`config.mk`:
```
export PLATFORM = sky130hd
export DESIGN_NAME = shredder_vec
export DESIGN_NICKNAME = d
export VERILOG_FILES = /design/src/rtl/conware_pkg.sv /design/src/rtl/conware_rule_lut.sv /design/src/rtl/shredder_vec.sv
export SDC_FILE = /design/constraint.sdc
export NUM_CORES = 1
export LEC_CHECK = 0
export ABC_AREA = 1
export BUFFER_PORTS_ARGS = -buffer_cell sky130_fd_sc_hd__buf_2
export CAP_MARGIN = 10
export CORE_ASPECT_RATIO = 0.8
export CORE_MARGIN = 2
export CORE_UTILIZATION = 50
export CTS_CLUSTER_DIAMETER = 80
export CTS_CLUSTER_SIZE = 8
export DETAILED_ROUTE_END_ITERATION = 8
export GPL_ROUTABILITY_DRIVEN = 0
export PLACE_DENSITY = 0.87
export SLEW_MARGIN = 20
export SYNTH_ARGS = -nofsm -noshare
export SYNTH_HDL_FRONTEND = slang
export SYNTH_SLANG_ARGS = --single-unit
```
`constraint.sdc`:
```
create_clock -name clk -period 5.7 [get_ports clk]
set_input_delay 0.855 -clock clk [delete_from_list [all_inputs] [get_ports clk]]
set_output_delay 0.855 -clock clk [all_outputs]
set_load 0.05 [all_outputs]
```
`src/rtl/conware_pkg.sv`:
```
// rtl/conware_pkg.sv - shared types and constants for the conware row evaluators
package conware_pkg;

    typedef enum logic [1:0] {
        ST_EMPTY = 2'd0,
        ST_HOLD  = 2'd1,
        ST_TAIL  = 2'd2
    } state_t;

    localparam int SUM_W  = 3;
    localparam int NCNT_W = 4;

    localparam logic [8:0] DEF_BIRTH_MASK   = 9'h008;
    localparam logic [8:0] DEF_SURVIVE_MASK = 9'h00C;

endpackage

```
`src/rtl/conware_rule_lut.sv`:
```
// rtl/conware_rule_lut.sv - one lane's birth/survive decision from its window and neighbour sums
module conware_rule_lut
    import conware_pkg::*;
#(
    parameter logic [8:0] BIRTH_MASK   = DEF_BIRTH_MASK,
    parameter logic [8:0] SURVIVE_MASK = DEF_SURVIVE_MASK
) (
    input  logic             i_c,
    input  logic             i_l,
    input  logic             i_r,
    input  logic [SUM_W-1:0] i_up,
    input  logic [SUM_W-1:0] i_dn,
    output logic             o_next
);

    logic [NCNT_W-1:0] w_n;

    // The centre cell is deliberately left out of the neighbour count.
    assign w_n = NCNT_W'(i_up) + NCNT_W'(i_dn) + NCNT_W'(i_l) + NCNT_W'(i_r);

    assign o_next = (w_n > NCNT_W'(8)) ? 1'b0
                  : (i_c ? SURVIVE_MASK[w_n] : BIRTH_MASK[w_n]);

endmodule

```
`src/rtl/shredder_vec.sv`:
```
// rtl/shredder_vec.sv - multi-lane Life row evaluator; CONWARE_SHREDDER_POP_EN adds row population output
module shredder_vec
    import conware_pkg::*;
#(
    parameter int         LANES        = 4,
    parameter int         ROW_BEATS    = 8,
    parameter logic [8:0] BIRTH_MASK   = DEF_BIRTH_MASK,
    parameter logic [8:0] SURVIVE_MASK = DEF_SURVIVE_MASK
) (
    input  logic                     clk,
    input  logic                     rstn,
    input  logic                     in_valid,
    output logic                     in_ready,
    input  logic [LANES-1:0]         in_bits,
    input  logic                     in_last,
    output logic                     out_valid,
    input  logic                     out_ready,
    output logic [SUM_W*LANES-1:0]   out_sum,
    input  logic [SUM_W*LANES-1:0]   nsum_up,
    input  logic [SUM_W*LANES-1:0]   nsum_dn,
    output logic [LANES-1:0]         out_state,
    output logic                     out_last,
    output logic                     len_err
`ifdef CONWARE_SHREDDER_POP_EN
    ,
    output logic [$clog2(LANES*ROW_BEATS+1)-1:0] pop_count,
    output logic                     pop_valid
`endif
);

    localparam int CNT_W = (ROW_BEATS > 1) ? $clog2(ROW_BEATS) : 1;
    localparam logic [CNT_W-1:0] LAST_IDX = CNT_W'(ROW_BEATS - 1);

    state_t                   r_state;
    logic [LANES-1:0]         r_cur;
    logic                     r_prev_msb;
    logic [CNT_W-1:0]         r_cnt;
    logic [LANES-1:0]         r_oc;
    logic [LANES-1:0]         r_ol;
    logic [LANES-1:0]         r_or;
    logic [SUM_W*LANES-1:0]   r_osum;
    logic                     r_olast;
    logic                     r_ovalid;
    logic                     r_len_err;

    logic                     w_slot_free;
    logic                     w_in_fire;
    logic                     w_out_fire;
    logic                     w_is_last;
    logic                     w_nxt;
    logic [LANES-1:0]         w_l;
    logic [LANES-1:0]         w_r;
    logic [SUM_W*LANES-1:0]   w_sum;

    assign w_slot_free = !r_ovalid || out_ready;

    always_comb begin
        in_ready = 1'b0;
        case (r_state)
            ST_EMPTY: in_ready = 1'b1;
            ST_HOLD:  in_ready = w_slot_free;
            default:  in_ready = 1'b0;
        endcase
    end

    assign w_in_fire  = in_valid && in_ready;
    assign w_out_fire = r_ovalid && out_ready;
    assign w_is_last  = (r_cnt == LAST_IDX);
    // Right neighbour of the top lane is the incoming beat's lane 0, or padding once the row has ended.
    assign w_nxt      = (r_state == ST_HOLD) ? in_bits[0] : 1'b0;

    always_comb begin
        w_l    = r_cur << 1;
        w_l[0] = r_prev_msb;
        w_r    = r_cur >> 1;
        w_r[LANES-1] = w_nxt;
        w_sum  = '0;
        for (int i = 0; i < LANES; i++) begin
            w_sum[SUM_W*i +: SUM_W] = SUM_W'(w_l[i]) + SUM_W'(r_cur[i]) + SUM_W'(w_r[i]);
        end
    end

    always_ff @(posedge clk or negedge rstn) begin
        if (!rstn) begin
            r_state    <= ST_EMPTY;
            r_cur      <= '0;
            r_prev_msb <= 1'b0;
            r_cnt      <= '0;
            r_oc       <= '0;
            r_ol       <= '0;
            r_or       <= '0;
            r_osum     <= '0;
            r_olast    <= 1'b0;
            r_ovalid   <= 1'b0;
            r_len_err  <= 1'b0;
        end else begin
            if (w_out_fire) begin
                r_ovalid <= 1'b0;
            end
            if (w_in_fire && (in_last != w_is_last)) begin
                r_len_err <= 1'b1;
            end
            case (r_state)
                ST_EMPTY: begin
                    if (w_in_fire) begin
                        r_cur      <= in_bits;
                        r_prev_msb <= 1'b0;
                        r_cnt      <= w_is_last ? '0 : r_cnt + CNT_W'(1);
                        r_state    <= w_is_last ? ST_TAIL : ST_HOLD;
                    end
                end
                ST_HOLD: begin
                    if (w_in_fire) begin
                        r_oc       <= r_cur;
                        r_ol       <= w_l;
                        r_or       <= w_r;
                        r_osum     <= w_sum;
                        r_olast    <= 1'b0;
                        r_ovalid   <= 1'b1;
                        r_prev_msb <= r_cur[LANES-1];
                        r_cur      <= in_bits;
                        r_cnt      <= w_is_last ? '0 : r_cnt + CNT_W'(1);
                        r_state    <= w_is_last ? ST_TAIL : ST_HOLD;
                    end
                end
                ST_TAIL: begin
                    if (w_slot_free) begin
                        r_oc     <= r_cur;
                        r_ol     <= w_l;
                        r_or     <= w_r;
                        r_osum   <= w_sum;
                        r_olast  <= 1'b1;
                        r_ovalid <= 1'b1;
                        r_cnt    <= '0;
                        r_state  <= ST_EMPTY;
                    end
                end
                default: r_state <= ST_EMPTY;
            endcase
        end
    end

    assign out_valid = r_ovalid;
    assign out_sum   = r_osum;
    assign out_last  = r_olast;
    assign len_err   = r_len_err;

    for (genvar g = 0; g < LANES; g++) begin : g_lane
        conware_rule_lut #(
            .BIRTH_MASK   (BIRTH_MASK),
            .SURVIVE_MASK (SURVIVE_MASK)
        ) u_lut (
            .i_c    (r_oc[g]),
            .i_l    (r_ol[g]),
            .i_r    (r_or[g]),
            .i_up   (nsum_up[SUM_W*g +: SUM_W]),
            .i_dn   (nsum_dn[SUM_W*g +: SUM_W]),
            .o_next (out_state[g])
        );
    end

`ifdef CONWARE_SHREDDER_POP_EN
    localparam int POP_W = $clog2(LANES*ROW_BEATS+1);

    logic [POP_W-1:0] r_pop_acc;
    logic [POP_W-1:0] r_pop_count;
    logic             r_pop_valid;
    logic [POP_W-1:0] w_pop_beat;

    always_comb begin
        w_pop_beat = '0;
        for (int i = 0; i < LANES; i++) begin
            w_pop_beat = w_pop_beat + POP_W'(out_state[i]);
        end
    end

    // Counted at the handshake because out_state depends on the neighbour sums presented then.
    always_ff @(posedge clk or negedge rstn) begin
        if (!rstn) begin
            r_pop_acc   <= '0;
            r_pop_count <= '0;
            r_pop_valid <= 1'b0;
        end else begin
            r_pop_valid <= 1'b0;
            if (w_out_fire) begin
                if (r_olast) begin
                    r_pop_count <= r_pop_acc + w_pop_beat;
                    r_pop_acc   <= '0;
                    r_pop_valid <= 1'b1;
                end else begin
                    r_pop_acc <= r_pop_acc + w_pop_beat;
                end
            end
        end
    end

    assign pop_count = r_pop_count;
    assign pop_valid = r_pop_valid;
`endif

endmodule
```
==> results of run 1 <==
metrics by stage:
stage          hold WS, ns  cells  setup WS [ns]
3_5_place_dp        0.4579    333          2.042
3_3_place_gp        0.4519    333          2.120
5_1_grt             0.5009    337          1.946
2_1_floorplan       0.4483    241          2.329
6_report            0.4789    337          2.061
4_1_cts             0.4840    337          2.042
area by class of cell:
cell class | count | area share
clock buffer | 3 | 0.01773
clock inverter | 1 | 0.002149
inverter | 30 | 0.04836
multi-input combinational | 173 | 0.5089
sequential | 27 | 0.2902
tap | 55 | 0.02955
timing repair buffer | 48 | 0.1032
worst register-to-register path: stages (launching register included):
cell and delay (ns):
sky130_fd_sc_hd__dfrtp_1 0.39, sky130_fd_sc_hd__inv_1 0.08, sky130_fd_sc_hd__ha_1 0.28, sky130_fd_sc_hd__nand2_2 0.31, sky130_fd_sc_hd__o21ai_0 0.17, sky130_fd_sc_hd__inv_1 0.09, sky130_fd_sc_hd__nand2_1 0.12, sky130_fd_sc_hd__nand2_1 0.09
sky130_fd_sc_hd__o21ai_0 0.07
cells by family after synthesis:
| family | count (synthesis) | synth area share |
|---|---|---|
| buffers and inverters | 41 | 0.09712 |
| xor gates and xnor gates | 5 | 0.02138 |
| and+or+nand+nor | 109 | 0.2346 |
| AOI/OAI and AO/OA | 18 | 0.04521 |
| DFF | 27 | 0.3299 |
| other | 1 | 0.001831 |
| adders and majority gates | 37 | 0.2700 |
registers in the layout, indices dropped and copies added (netlist names):
register    flops
out_valid       1
r_or            2
r_cnt           3
out_sum         8
len_err         1
r_ol            1
r_state         2
r_cur           4
out_last        1
r_oc            3
r_prev_msb      1
worst paths after layout:
path                       startpoint           end  depth (start not counted)
setup / recovery           nsum_up[0]  out_state[0]                         10
hold / removal             out_sum[0]    out_sum[0]                          2
setup reg to reg           r_state[0]      r_cnt[0]                          8
hold reg to reg            out_sum[0]    out_sum[0]                          2
max in group asynchronous        rstn    out_sum[0]                          1
min in group asynchronous        rstn       len_err                          1
routing by layer:
layer,track usage,vias to the layer above
li1,-,832
met1,0.2270,725
met2,0.3217,40
met3,0.03601,4
met4,0.04261,0
met5,0,-
placed cells by master, fill, tap and decap left out:
master,n
sky130_fd_sc_hd__o21ai_0,12
sky130_fd_sc_hd__nand2_4,3
sky130_fd_sc_hd__fa_1,12
sky130_fd_sc_hd__nand3_1,20
sky130_fd_sc_hd__clkbuf_8,3
sky130_fd_sc_hd__dfrtp_1,27
sky130_fd_sc_hd__inv_2,1
sky130_fd_sc_hd__a21oi_1,5
sky130_fd_sc_hd__nand2_2,1
sky130_fd_sc_hd__nor3_1,3
sky130_fd_sc_hd__clkinv_2,1
sky130_fd_sc_hd__o21bai_1,1
sky130_fd_sc_hd__or2_2,1
sky130_fd_sc_hd__xor2_1,1
sky130_fd_sc_hd__ha_1,25
sky130_fd_sc_hd__nand4_2,1
sky130_fd_sc_hd__nand2_1,69
sky130_fd_sc_hd__buf_2,48
sky130_fd_sc_hd__nor2_1,10
sky130_fd_sc_hd__conb_1,4
sky130_fd_sc_hd__xnor2_1,4
sky130_fd_sc_hd__inv_1,29
sky130_fd_sc_hd__nand3_2,1
report_power, final:
part / internal (mW) / total, mW / switching [mW]
sequential: 0.270 / 0.346 / 0.0762
combinational: 0.215 / 0.662 / 0.447
clock: 0.0491 / 0.108 / 0.0594
total: 0.533 / 1.12 / 0.583
==> results.md, run 1 <==
CTS:
- The insertion delay to the later sink of the worst-skew pair is 0.28 ns.
- The clock transition at the register clock pins on the worst setup and hold paths after CTS is 0.08 ns.
- After clock tree synthesis, the repair step resized 0 gates.
- The root buffer cell is sky130_fd_sc_hd__clkbuf_8.
- TritonCTS built the clock tree.
- Hold repair after CTS inserted 0 buffers.
- The largest buffer count on any clock path is 2.
- The CTS sink count is 27.
- The number of levels in the clock H-tree is 1.
- In this run the post-CTS setup repair buffer count came out at 0.
- The CTS buffer count is 3.

Route:
- For this run, design rule violations remaining after detail routing come to 0.
- The highest layer touched by signal routing is met4.
- In the final routed layout, each cell accounts on average for 11.33 um.
- The number of vias in the routed layout is 1601.
- For this run, the detailed router's first-pass iteration total came to 4.
- The number of vias per cell after detailed routing is 4.751.
- Once detail routing completed, the nets flagged for antenna violations numbered 0.
- In the detailed route, the total length drawn on met3 is 212 um.
- The met2 wire length is 1857 um.
- After detailed routing, the wire length on met1 is 1718 um.
- The DRC violation total after the first TritonRoute iteration is 35.
- The aggregate routed wire length is 3817 um.

Critical path:
- For the worst setup path, the data required time is 4.85 ns.
- The combined buffer and inverter count along the critical path is 3.
- The type of destination of the critical path is a primary output.
- The critical path goes through buf_2 -> fa_1 -> ha_1 -> inv_1 -> fa_1 -> xnor2_1 -> nor3_1 -> nand2_1 -> nor2_1 -> buf_2.
- The kind of cell with the highest combined delay on the critical path is adder cells.
- The largest single stage delay on the critical path is 0.54 ns.
- The setup slack of the most critical reg-to-reg path is 3.99 ns.
- On the critical path, the stage with the largest delay is an instance of sky130_fd_sc_hd__fa_1.
- The maximum net fanout on the critical path is 2.
- The data arrival time of the critical path is 2.78 ns.
- The critical path in this run is classified as in -> out.
- The startpoint class of the critical path is an input pin.

Synthesis:
- The flip-flop and latch count after synthesis is 27.
- The async set-or-reset flop fraction in the synthesized netlist is 1.000.
- Ranked by total cell area, the synthesized netlist is headed by sky130_fd_sc_hd__dfrtp_1, sky130_fd_sc_hd__ha_1, sky130_fd_sc_hd__nand2_1.
- The Yosys step of the flow raised 0 warnings.
- The proportion of netlist area held by the largest area contributor is 0.3299.
- The top flip-flop cell by instance count after synthesis is sky130_fd_sc_hd__dfrtp_1.
- The largest total area in the synthesized netlist belongs to sky130_fd_sc_hd__dfrtp_1.
- The most frequent cell after synthesis is sky130_fd_sc_hd__nand2_1.
- The synthesized design contains 0 enable-type register cells.
- The mean instance size in the synthesized netlist is 8.606 um^2.
- The portion of the post-synthesis area used by sequential elements is 0.3299.
- The unique cell type count in the Yosys netlist is 23.
- Summing every instance area after synthesis gives 2048 um^2.
- The number of cells produced by synthesis is 238.
- Sorting the synthesized cells by how often they occur yields sky130_fd_sc_hd__nand2_1, sky130_fd_sc_hd__inv_1, sky130_fd_sc_hd__dfrtp_1.

Global route:
- The first global-routing pass estimated 6341 um of wire.
- The number of antenna violations at the first check in global routing was 0.
- The via count of the first global-routing pass came to 1541.
- The global-route usage over all layers is 0.1799.
- The remaining global-route overflow is 0.
- Entering global routing, the biggest net connects 28 pins.

Timing:
- After routing, the total negative slack on setup checks comes to 0 ns.
- The worst path in the final design needs a cycle of 3.639 ns, including I/O delays and setup.
- For the pin with the worst max-slew slack, the measured transition is 0.5924 ns.
- Measured against its own limit, the worst slew margin works out to 0.6051.
- The upper clock frequency limit is 0.2748 GHz.
- The clock skew is 0.01019 ns.
- The number of endpoints failing setup at the final stage is 0.
- Setup repair after global routing left no endpoint under its margin.
- The max-slew violation total from the final report is 0.
- The number of failing hold endpoints at the final stage is 0.
- The post-route fraction of the period consumed by the critical path is 0.6383.

Place:
- In this run the cell area measured after placement is 2282 um^2.
- Once detailed placement completed, the half-perimeter wirelength came to 3057 um.
- The count of buffers added on input and output ports is 48.

Cells and area:
- The utilization after layout is 0.6042.
- The flip-flop and latch area is 675.6 um^2.
- Compared with the post-synthesis result, the final layout area differs by 13.68%.
- Fill cells in the final layout number 344.
- The multi-input combinational cells in the finished layout cover a total of 1185 um^2.
- The antenna cell count is 0.
- The total number of nets in the final design is 353.
- With fillers left out, the area of the finished cells amounts to 2328 um^2.
- The share of layout cells above drive strength 1 is 0.2128.

Run:
- The number of max-cap violations is 0.

Floorplan:
- The die outline height is 61.25 um.
- The floorplan core area is 3854 um^2.
- In this run the core area contains 20 standard-cell rows.
- For this configuration, the core starts out at a cell density of 0.5315.
- The die covers 4627 um^2.
- The number of ports placed on the die boundary is 53.
- The die width is 75.56 um.

Power:
- The peak supply drop is 0.0003835 V.
- The leakage power of the design is 1.317 nW.
- For this design the ratio of total power to cell area is 479.5 nW/um^2.
- Power comes to 1.117 mW.

Hold path:
- The worst min-delay path category is reg -> reg.

Run status:
- The flow ran to the end, and the final reports show no timing, DRC or antenna violations.
No activity file was read; power rests on OpenSTA's default activity.
==> run 2, diff against run 1 <==
Settings changed: ABC_AREA 1 to 0.
Clock period 5.7 ns to 3.7 ns, I/O delays scaled along.
==> run 2 against run 1 <==
Effect of this change:
- cell area is 0.59% lower
- routed wire length down 1.1%
- core utilization fell by 0.74 points
- power is 82% higher
- die area is 0.46% higher
- highest routed layer unchanged
==> results.md, run 2 <==
Timing:
- Headroom to the max-slew limit came out at 0.4144.
- Of the available clock period, the critical path in the final layout requires 0.8964.
- Setup repair after global routing left no endpoint under its margin.
- At the pin with the least slew margin, the transition time is 0.8773 ns.
- The max-slew violation total from the final report came to 0.
- For the final database, setup skew stands at 0.002422 ns.
- Summed over all failing endpoints, the final setup total negative slack is 0 ns.
- Setup violations remaining at the end of the flow were counted as 0.
- The minimum clock period after layout is 3.317 ns.
- Derived from the worst setup path, the maximum achievable clock frequency is 0.3015 GHz.
- The number of failing hold endpoints at the final stage is 0.

CTS:
- In this run the clock root is driven by a sky130_fd_sc_hd__clkbuf_8.
- The TritonCTS clock tree is built.
- The largest buffer count on any clock path is 2.
- For the worst-skew pair, the clock arrives at the later sink with an insertion delay of 0.27 ns.
- Counting the buffers created by CTS gives 3.
- Clock-pin slew was measured on the worst setup and hold paths at 0.09 ns.
- CTS built an H-tree with a depth of 1.
- In this run, post-CTS repair resized a total of 0 instances.
- Post-CTS timing repair inserted 0 buffers for setup.
- In this run, post-CTS hold repair placed 0 buffers.
- The CTS sink count is 27.

Power:
- VDD sags by at most 0.0007826 V.
- The power dissipated by switching net loads is 0.9818 mW.
- Internal power comes to 1.046 mW.
- The relative contribution of the clock network to total power is 0.081.
- For this design the static power due to leakage is 1.186 nW.
- The proportion of power drawn by flip-flops and latches is 0.284.
- The share of total power in combinational logic is 0.635.
- Of the total power, the share spent switching nets is 0.4842.
- The ratio of total power to cell area is 876.0 nW/um^2.

Critical path:
- The worst setup path is captured at a primary output.
- The kind of cell with the highest combined delay on the critical path is adder cells.
- The cell seen most often among critical-path stages is sky130_fd_sc_hd__fa_1.
- The startpoint class of the critical path is a register.
- The critical setup path kind is reg -> out.
- The number of buffers and inverters on the critical path is 2.
- The worst setup path startpoint is r_oc[1].
- The cell with the largest stage delay on the worst path is sky130_fd_sc_hd__a2111oi_0.
- The critical path goes through fa_1 -> ha_1 -> inv_1 -> fa_1 -> a2111oi_0 -> buf_2.
- The data arrival time of the critical path is 2.76 ns.
- The worst endpoint required time is 3.14 ns.
- The startpoint of the worst register-to-register path is r_state[0].
- The largest incremental delay on the critical path is 0.53 ns.
- Along the worst path, the maximum fanout reaches 4.

Hold path:
- The path class of the tightest hold or removal check is in -> async.

Global route:
- Entering global routing, the biggest net connects 28 pins.
- The first global-routing pass estimated 6341 um of wire.
- The via count of the first global-routing pass came to 1429.
- The number of antenna violations at the first check in global routing is 0.
- Global routing finished with a remaining overflow of 0.
- The global-route usage over all layers is 0.1827.

Cells and area:
- In the final layout, the share of cells above drive strength 1 is 0.3364.
- Counting the fill cells in the layout gives 321.
- The number of antenna diodes in the final layout is 0.
- The commonest non-fill, non-tap cell in the layout is sky130_fd_sc_hd__buf_2.
- The total number of nets in the final design is 288.
- The finished layout holds 272 standard cells, fillers aside.
- Leaving out fill and tap cells, the most frequent cells in the layout are sky130_fd_sc_hd__buf_2, sky130_fd_sc_hd__dfrtp_1, sky130_fd_sc_hd__ha_1.
- Compared with the post-synthesis result, the final layout area differs by 12.46%.
- The number of flip-flops under the largest register name is 8.
- At the end of the flow the core is filled with cells to 0.5968.

Synthesis:
- The proportion of netlist area held by the largest area contributor is 0.3283.
- The portion of the post-synthesis area used by sequential elements is 0.3283.
- The number of flops mapped to enable cells by yosys is 0.
- Among all flip-flop cells after synthesis, the most frequent one is sky130_fd_sc_hd__dfrtp_1.
- Sorting the synthesized cells by area gives the leading types as sky130_fd_sc_hd__dfrtp_1, sky130_fd_sc_hd__ha_1, sky130_fd_sc_hd__fa_1.
- The cell area that synthesis handed to floorplanning was 2058 um^2.
- The async set-or-reset flop fraction in the synthesized netlist is 1.000.
- Yosys printed 0 warnings.
- In this run, synthesis produced a sequential element count of 27.
- The unique cell type count in the Yosys netlist is 35.
- Synthesis produced 176 cells.
- The most frequent cell after synthesis is sky130_fd_sc_hd__dfrtp_1.
- Sorting the synthesized cells by how often they occur yields sky130_fd_sc_hd__dfrtp_1, sky130_fd_sc_hd__ha_1, sky130_fd_sc_hd__inv_1.
- Of all cell types, the one taking the most synthesized area is sky130_fd_sc_hd__dfrtp_1.
- The average instance in the mapped netlist occupies 11.69 um^2.

Route:
- Using the TritonRoute via totals, the vias-per-cell ratio works out to 5.261.
- The routed wire length per instance is 13.88 um.
- After detailed routing, the number of remaining DRC violations is 0.
- The remaining number of nets flagged by the antenna check after routing is 0.
- The routed layout has 1431 vias.
- The detailed router finished its first iteration with 17 violations.
- The aggregate routed wire length is 3775 um.
- The pre-antenna-repair detailed-routing pass consisted of 4 iterations.

Place:
- Detailed placement ended at an HPWL of 3080 um.
- The number of cells in the design after placement is 268.
- Port buffering added 48 buffers.

Floorplan:
- The floorplan core area is 3879 um^2.
- After floorplanning, the core was divided into 20 placement rows.
- The initial utilization of the core area, before any placement, comes to 0.5306.
- The die outline height is 61.39 um.
- The die is 75.73 um wide.
- The die covers 4649 um^2.
- For this design the top-level I/O count stands at 53.

Run status:
- The flow ran to the end, and the final reports show no timing, DRC or antenna violations.

Run:
- The number of max-cap violations is 0.
[run 2: changes by cell type in the layout (fill, tap and decap cells not counted), sizes merged, moves of 4 or more]
| cell | before | now |
|---|---|---|
| inv | 30 | 17 |
| a2111oi | 0 | 4 |
| o22ai | 0 | 4 |
| mux2 | 0 | 19 |
| nand2 | 73 | 5 |
| a21oi | 5 | 9 |
| nand3 | 21 | 2 |
| o21ai | 12 | 2 |
| nor2 | 10 | 4 |
| a21o | 0 | 6 |
[run 2: kinds of logic (layout without fill, tap and decap cells)]
group	Yosys count	after routing	share of synthesized area
AO/OA/AOI/OAI	33	33	0.1125
XOR/XNOR	5	5	0.02128
adder cells (fa/ha/maj)	37	37	0.2687
buffers and inverters	31	69	0.08450
flip-flops	27	27	0.3283
multiplexers	21	21	0.1301
other	1	4	0.001822
AND/OR/NAND/NOR	21	21	0.05289
[run 2: cell type report]
type	instances	area, um^2	area share
clock buffers	3	41.29	0.01784
clock inverters	1	5.005	0.002162
inverters	17	63.81	0.02757
multi-input cells	121	1220	0.5270
flip-flops and latches	27	675.6	0.2919
well taps	55	68.82	0.02973
repair buffers	48	240.2	0.1038
[run 2: worst reg2reg max path: stages, from the launching register on]
cell	delay [ns]
sky130_fd_sc_hd__dfrtp_1	0.40
sky130_fd_sc_hd__inv_1	0.09
sky130_fd_sc_hd__ha_1	0.33
sky130_fd_sc_hd__inv_2	0.09
sky130_fd_sc_hd__a21oi_1	0.14
sky130_fd_sc_hd__o32a_1	0.74
sky130_fd_sc_hd__mux2_2	0.42
[run 2: power by group through the flow]
stage | Combinational, mW | Clock [mW] | Sequential, mW
4_1_cts | 1.30 | 0.169 | 0.578
3_3_place_gp | 1.23 | 0 | 0.573
5_1_grt | 1.41 | 0.181 | 0.602
3_5_place_dp | 1.30 | 0 | 0.580
6_report | 1.29 | 0.164 | 0.576
2_1_floorplan | 0.896 | 0 | 0.736
[run 2: per-layer routing]
metal / up-vias / part of all wire / track usage / routed length, um
met1: 691 / 0.45 / 0.2476 / 1696
met4: 0 / 0.025 / 0.06015 / 94
met3: 10 / 0.038 / 0.01964 / 143
met5: - / 0 / 0 / 0
met2: 43 / 0.49 / 0.3118 / 1840
li1: 687 / - / - / -
[run 2: final timing paths]
path	slack, ns	cells after the start	endpoint
worst max-delay path	0.38	6	out_state[0]
worst min-delay path	0.28	1	r_or[3]
worst max register to register	1.37	6	out_sum[7]
worst min register to register	0.46	1	len_err
max in group asynchronous	3.03	1	r_oc[0]
min in group clk	0.46	1	len_err
[run 2: per-stage QoR]
stage               hold slack, ns  worst slack [ns]  area [um^2]  total power, mW
floorplan                   0.2594            0.8448         2069            1.632
global placement            0.4413            0.5986         2268            1.802
detailed placement          0.4457            0.3960         2268            1.877
CTS                         0.3021            0.3729         2315            2.048
global route                0.3267            0.2960         2315            2.197
finish                      0.2826            0.3833         2315            2.028
